### src/rtl/mod_updown_counter.sv
// Parametrised up/down modulo counter with load, prescaler and cascade tc.
// Optional saturation instead of wrap-around: define COUNTER_SATURATE_EN.
module mod_updown_counter #(
  parameter int unsigned     WIDTH    = 4,
  parameter longint unsigned MODULUS  = 16,
  parameter int unsigned     PRESCALE = 1
) (
  input  logic             clk,
  input  logic             clear,
  input  logic             enable,
  input  logic             up_down,
  input  logic             load,
  input  logic [WIDTH-1:0] load_value,
  output logic [WIDTH-1:0] q,
  output logic             tc_out,
  output logic             wrap,
  output logic             load_err
);

  localparam logic [WIDTH-1:0] MAXV = WIDTH'(MODULUS - 1);
  localparam logic [7:0]       PMAX = 8'(PRESCALE - 1);

  logic [WIDTH-1:0] q_q, q_d;
  logic [7:0]       pre_q, pre_d;
  logic             wrap_q, wrap_d;
  logic             err_q, err_d;

  logic step_pending;
  logic at_max;
  logic at_zero;
  logic at_terminal;
  logic in_range;

  // Terminal detection and load range check
  always_comb begin
    step_pending = (pre_q == PMAX);
    at_max       = (q_q == MAXV);
    at_zero      = (q_q == '0);
    at_terminal  = up_down ? at_max : at_zero;
    in_range     = (64'(load_value) < MODULUS);
  end

  // Cascade output: same-cycle so the next stage can step on this edge
  assign tc_out = enable & ~load & step_pending & at_terminal;

  // Next-state: load over enable over hold
  always_comb begin
    q_d    = q_q;
    pre_d  = pre_q;
    wrap_d = 1'b0;
    err_d  = 1'b0;
    if (load) begin
      pre_d = '0;
      if (in_range) begin
        q_d = load_value;
      end else begin
        q_d   = MAXV;
        err_d = 1'b1;
      end
    end else if (enable) begin
      if (!step_pending) begin
        pre_d = pre_q + 8'd1;
      end else begin
        pre_d = '0;
        if (up_down) begin
          if (at_max) begin
`ifdef COUNTER_SATURATE_EN
            q_d = MAXV;
`else
            q_d    = '0;
            wrap_d = 1'b1;
`endif
          end else begin
            q_d = q_q + 1'b1;
`ifdef COUNTER_SATURATE_EN
            wrap_d = (q_d == MAXV);
`endif
          end
        end else begin
          if (at_zero) begin
`ifdef COUNTER_SATURATE_EN
            q_d = '0;
`else
            q_d    = MAXV;
            wrap_d = 1'b1;
`endif
          end else begin
            q_d = q_q - 1'b1;
`ifdef COUNTER_SATURATE_EN
            wrap_d = (q_d == '0);
`endif
          end
        end
      end
    end
  end

  // State registers, cleared asynchronously
  always_ff @(posedge clk or negedge clear) begin
    if (!clear) begin
      q_q    <= '0;
      pre_q  <= '0;
      wrap_q <= 1'b0;
      err_q  <= 1'b0;
    end else begin
      q_q    <= q_d;
      pre_q  <= pre_d;
      wrap_q <= wrap_d;
      err_q  <= err_d;
    end
  end

  assign q        = q_q;
  assign wrap     = wrap_q;
  assign load_err = err_q;

endmodule

### config.mk
export PLATFORM = sky130hd
export DESIGN_NAME = mod_updown_counter
export DESIGN_NICKNAME = d
export VERILOG_FILES = /design/src/rtl/mod_updown_counter.sv
export SDC_FILE = /design/constraint.sdc
export NUM_CORES = 1
export LEC_CHECK = 0
export ABC_AREA = 0
export BUFFER_PORTS_ARGS = -buffer_cell sky130_fd_sc_hd__buf_2
export CAP_MARGIN = 30
export CORE_ASPECT_RATIO = 0.75
export CORE_MARGIN = 3
export CORE_UTILIZATION = 40
export DETAILED_ROUTE_END_ITERATION = 10
export SLEW_MARGIN = 20
export SYNTH_ARGS = -nofsm -noshare
export SYNTH_HDL_FRONTEND = slang
export SYNTH_SLANG_ARGS = --single-unit
### constraint.sdc
create_clock -name clk -period 1.9 [get_ports clk]
set_input_delay 0.095 -clock clk [delete_from_list [all_inputs] [get_ports clk]]
set_output_delay 0.095 -clock clk [all_outputs]
set_load 0.005 [all_outputs]
==> impl_metrics.ini, run 1 <==
[floorplanning]
io_pins = 16
rows = 13
core-area_sq_um = 1870
die_area_sq_um = 2720
die_y_um = 45.9
initial_core_util_pct = 45.4
die_w_um = 59.2

[critical_path]
endpoint_kind = primary output
rr_startpoint = pre_q[2]
worst-path-buf-inv = 1
start_kind = register
cp.required_ps = 1800
cp_max_fo = 4
cp_cell_sequence = or4_4 > or2_4 > a211oi_2 > buf_2
arrival_ps = 1770
critical_path.max_stage_delay_ps = 540
rrSetupSlack_ps = 110
cp_top_family = simple AND/OR/NAND/NOR gates
r2r-end = pre_q[2]
critPathKind = register to primary output
reg2reg_depth = 4
critPathSlowestCell = or4_4

[drt]
wire_per_inst_um = 13.7
drt_first_pass_iters = 4
antenna_left = 0
drc_errors = 0
vias = 764
drt-initial-drc-count = 14
via_per_inst = 5.46
routed_wl_um = 1920

[yosys]
yosysWarnings = 0
synth_seq_cells = 13
synthCells = 95
syn_area_sq_um = 850
ys_seq_area_share_pct = 38.3
avgSynthCellArea_sq_um = 8.94
syn-num-nets = 108
ys_top_cells_by_area = dfrtp_1 (38%), xor2_1 (6.2%), ha_1 (5.9%)
synth_top_area_share_pct = 38.3
ys_types = 32
synth.largest_area_cell = dfrtp_1

[final_layout]
drive_gt1_share_pct = 29.7
nets = 132
layout_common_cells = buf_2 (14), dfrtp_1 (13), buf_4 (11), nor3_1 (8), nand2_1 (7)
fin_cells = 140
layout_commonest_cell = buf_2
final_area_sq_um = 1050
antenna_cells = 0
syn_to_final_growth_pct = 23.1

[global_route]
grt-ovfl-total = 0
grt_pass1_vias = 702
grt_pass1_wl_um = 3170
track_usage_pct = 16.1
antenna_found_initial = 0
grt_max_degree = 21

[timing]
fmax_mhz = 536
finalHoldViolations = 0
fin_crit_ps = 1870
setup_viol = 0
slew_violations = 0
period_share_pct = 98.2
skew_ps = 1.54
rsz0062_at_grt = yes

[power_and_ir_drop]
comb_power_share_pct = 22.0
power_density_nw_per_um2 = 594
p_leak_nw = 0.504
p_seq_share_pct = 49.0
p_clk_share_pct = 29.0
switching_share_pct = 30.2
peakVddDrop_mv = 0.411
power.internal_w = 0.000434
p_sw_w = 0.000187

[clock_tree]
cts-root-buf = clkbuf_4
cts_max_path_buffers = 2
h-tree-depth = 1
tritoncts = done
clkLatencyLatePin_ps = 290
clkTransAtPathRegs_ps = 80
cts_inserted_buffers = 3
cts.sinks = 13

[min_path]
whs_endpoint = q[0]
min_from = load_value[0]
min_delay_path_depth = 3
hold_path_class = input pin to register

[status]
status = completed

[place]
placed_area_sq_um = 940
portBuffers = 14
hpwl_um = 1370
gp_congestion = 0.760
dp.cells = 127

[run]
max_cap_viol_count = 0
-- cell usage after synthesis (all sizes together) --
| master | count |
|---|---|
| o21bai | 1 |
| inv | 4 |
| xor2 | 6 |
| ha | 4 |
| clkbuf | 6 |
| xnor2 | 1 |
| or2 | 1 |
| a31oi | 2 |
| nor2b | 1 |
| or4b | 1 |
| or3b | 1 |
| conb | 1 |
| and3 | 1 |
| nand4 | 4 |
| nand2 | 7 |
| dfrtp | 13 |
| a22oi | 1 |
| mux2i | 3 |
| a21oi | 6 |
| nor3 | 8 |
| buf | 1 |
| nand4bb | 1 |
| nand3 | 3 |
| or4 | 1 |
| o31ai | 3 |
| a21o | 1 |
| a211oi | 2 |
| o211a | 1 |
| o21ai | 2 |
| nor2 | 5 |
| nand2b | 3 |
-- stage by stage --
step | power [W] | setup slack [ps] | hold slack [ps] | util, % | setup TNS, ps
global route | 0.000667 | -32.5 | 2.47 | 55.9 | -32.5
CTS | 0.000623 | 35.9 | 10.0 | 54.6 | 0
floorplan | 0.000393 | 126 | -201 | - | 0
finish | 0.000621 | 34.7 | 4.98 | 55.9 | 0
detailed placement | 0.000440 | 83.4 | 3.85 | 50.2 | 0
global placement | 0.000436 | 94.1 | -4.66 | 50.2 | 0
-- registers in the layout, summed over array words and instances (netlist names) --
signal  count
pre_q       8
q           4
wrap        1
-- cells by family (layout without fill, tap and decap cells) --
| family | count (synthesis) | after routing | synth area share (%) |
|---|---|---|---|
| other | 1 | 1 | 0.441 |
| xor gates and xnor gates | 7 | 7 | 7.22 |
| and+or+nand+nor | 37 | 37 | 24.4 |
| muxes | 3 | 3 | 3.53 |
| DFF | 13 | 13 | 38.3 |
| buffers and inverters | 11 | 34 | 5.30 |
| adders and majority gates | 4 | 4 | 5.89 |
| AOI/OAI and AO/OA | 19 | 19 | 14.9 |
-- tightest hold or removal path, cell delays in order --
cell,delay (ps)
buf_2,70
nand2_1,40
o31ai_1,50
-- power by group through the flow --
stage / clock [W] / sequential, W / combinational (W)
2_1_floorplan: 0 / 0.000306 / 0.0000868
4_1_cts: 0.000182 / 0.000305 / 0.000136
3_3_place_gp: 0 / 0.000309 / 0.000127
6_report: 0.000180 / 0.000304 / 0.000137
3_5_place_dp: 0 / 0.000310 / 0.000130
5_1_grt: 0.000204 / 0.000307 / 0.000155
-- timing repair --
item,4_1_cts,5_1_grt
endpoints found under the setup margin,1,2
buffers inserted,5,3
hold buffers,1,0
hold endpoints to repair,13,0
pin swaps,3,1
gates resized for setup,2,1
-- per-layer routing --
metal | vias to the layer above | track usage, % | routed length (um)
li1 | 382 | - | -
met3 | 4 | 7.37 | 105
met1 | 359 | 20.7 | 922
met5 | - | 0 | 0
met4 | 0 | 5.43 | 38
met2 | 19 | 23.7 | 853
-- worst max-delay path by stage --
stage | slack (ps) | cells past startpoint | endpoint | from
6_report | 30 | 4 | tc_out | pre_q[2]
2_1_floorplan | 130 | 4 | pre_q[2] | pre_q[5]
4_1_cts | 40 | 4 | tc_out | pre_q[7]
5_1_grt | -30 | 4 | tc_out | pre_q[5]
3_5_place_dp | 80 | 4 | pre_q[2] | pre_q[5]
3_3_place_gp | 90 | 4 | pre_q[1] | pre_q[5]
-- area by class of cell --
class | count | area (sq um)
Multi-Input combinational cell | 71 | 489
Inverter | 4 | 15.0
Timing Repair Buffer | 26 | 163
Tap cell | 22 | 27.5
Clock buffer | 4 | 26.3
Fill cell | 173 | 825
Sequential cell | 13 | 325
Power figures use the tool's default switching activity.
==> inputs of run 2 (changes only) <==
==> constraint.sdc (replaced) <==
create_clock -name clk -period 1.9 [get_ports clk]
set_input_delay 0.095 -clock clk [delete_from_list [all_inputs] [get_ports clk]]
set_output_delay 0.095 -clock clk [all_outputs]
set_load 0.1 [all_outputs]
==> impl_metrics.ini, run 2 (same netlist as run 1, synthesis figures left out) <==
[drt]
wire_per_inst_um = 13.7
drt_first_pass_iters = 4
antenna_left = 0
drc_errors = 0
vias = 732
routed_wl_um = 1870
drt-initial-drc-count = 25
via_per_inst = 5.38

[final_layout]
nets = 128
syn_to_final_growth_pct = 23.7
antenna_cells = 0
largest_reg_flops = 8
final_area_sq_um = 1050
regMostFlops = pre_q
final_core_utilization_pct = 56.2
layout_commonest_cell = buf_2
layout_common_cells = buf_2 (13), dfrtp_1 (9), nor3_1 (8), nand2_1 (7), buf_4 (7)
drive_gt1_share_pct = 30.7

[power_and_ir_drop]
peakVddDrop_mv = 0.588
p_leak_nw = 0.479
power_density_nw_per_um2 = 673
p_total_w = 0.000708

[critical_path]
reg2reg_depth = 5
start_kind = register
worst-path-buf-inv = 1
critical_path.max_stage_delay_ps = 540
rrSetupSlack_ps = -20
crit_start = pre_q[3]
cp-endpoint = tc_out
rr_startpoint = pre_q[3]
r2r-end = pre_q[0]
cp_cell_sequence = or4_4 > or2_4 > a211oi_4 > buf_12
cp.depth = 4
endpoint_kind = primary output
arrival_ps = 1880
critPathKind = register to primary output
critPathSlowestCell = or4_4
cp.required_ps = 1800
cp_max_fo = 2
cp_top_family = simple AND/OR/NAND/NOR gates

[status]
violations = negative setup slack
status = finished with violations

[place]
hpwl_um = 1310
placed_area_sq_um = 982
portBuffers = 14
dp_slack_ps = 87.9
gp_congestion = 0.778

[timing]
fmax_mhz = 506
slew_violations = 0
whs_ps = 23.1
finalWorstSetupSlack_ps = -76.9
period_share_pct = 104
rsz0062_at_grt = yes
setup_viol = 4
finalHoldViolations = 0
skew_ps = 2.12
fin_crit_ps = 1980

[clock_tree]
cts.sinks = 13
cts_max_path_buffers = 2
h-tree-depth = 1
tritoncts = done
cts_inserted_buffers = 3
clkTransAtPathRegs_ps = 70
clkLatencyLatePin_ps = 270
cts-root-buf = clkbuf_4

[global_route]
grt_max_degree = 21
grt_pass1_wl_um = 2980
grt-ovfl-total = 0
track_usage_pct = 14.8
antenna_found_initial = 0
grt_pass1_vias = 618

[min_path]
hold_path_class = input pin to register

[floorplanning]
io_pins = 16
rows = 13
die_w_um = 59.2
die_y_um = 45.9
initial_core_util_pct = 45.4
core-area_sq_um = 1870
die_area_sq_um = 2720

[run]
max_cap_viol_count = 0
==> run 2: routing by layer <==
layer | wire [um] | track usage [%] | vias up
met4 | 0 | 1.36 | 0
met2 | 782 | 22.2 | 24
met1 | 966 | 21.2 | 336
met3 | 119 | 5.10 | 0
li1 | - | - | 372
met5 | 0 | 0 | -
==> run 2: layout make-up <==
class,instances,area [sq um]
multi-input cells,71,497
repair buffers,22,148
fillers,178,820
well taps,22,27.5
inverters,4,15.0
clock buffers,4,26.3
flip-flops and latches,13,338
==> run 2: what timing repair did <==
| action | 4_1_cts | 5_1_grt |
|---|---|---|
| hold buffers | 1 | 0 |
| pin swaps | 3 | 0 |
| setup buffers | 2 | 2 |
| setup endpoints to repair | 1 | 5 |
| resized for setup | 0 | 1 |
| endpoints found under the hold margin | 13 | 0 |
==> run 2: worst min path at each step <==
stage          slack [ps]     startpoint       end  cells after the start
2_1_floorplan        -200          clear  pre_q[0]                      0
3_3_place_gp         -0.7          clear  pre_q[0]                      1
4_1_cts                20  load_value[1]      q[1]                      3
6_report               20  load_value[1]      q[1]                      3
3_5_place_dp           -1          clear  pre_q[1]                      1
5_1_grt                30  load_value[0]      q[0]                      3
==> run 2: where the power goes <==
part	switching [W]	internal, W	total (W)
Sequential	0.0000260	0.000294	0.000320
Clock	0.0000851	0.0000814	0.000167
Combinational	0.000158	0.0000630	0.000221
Total	0.000270	0.000438	0.000708
==> run 2: stage by stage <==
| stage | cells | TNS [ps] |
|---|---|---|
| final | 136 | -132 |
| after global routing | 136 | -306 |
| after CTS | 134 | -133 |
| after detailed placement | 127 | 0 |
| after global placement | 127 | 0 |
| after floorplan | 95 | -288 |
==> run 2: worst reg2reg max path: cells and delay by family, from the launching register on <==
family	cells	cell delay [ps]
flip-flops	1	390
AO/OA/AOI/OAI	1	70
buffers and inverters	1	160
AND/OR/NAND/NOR	3	1170
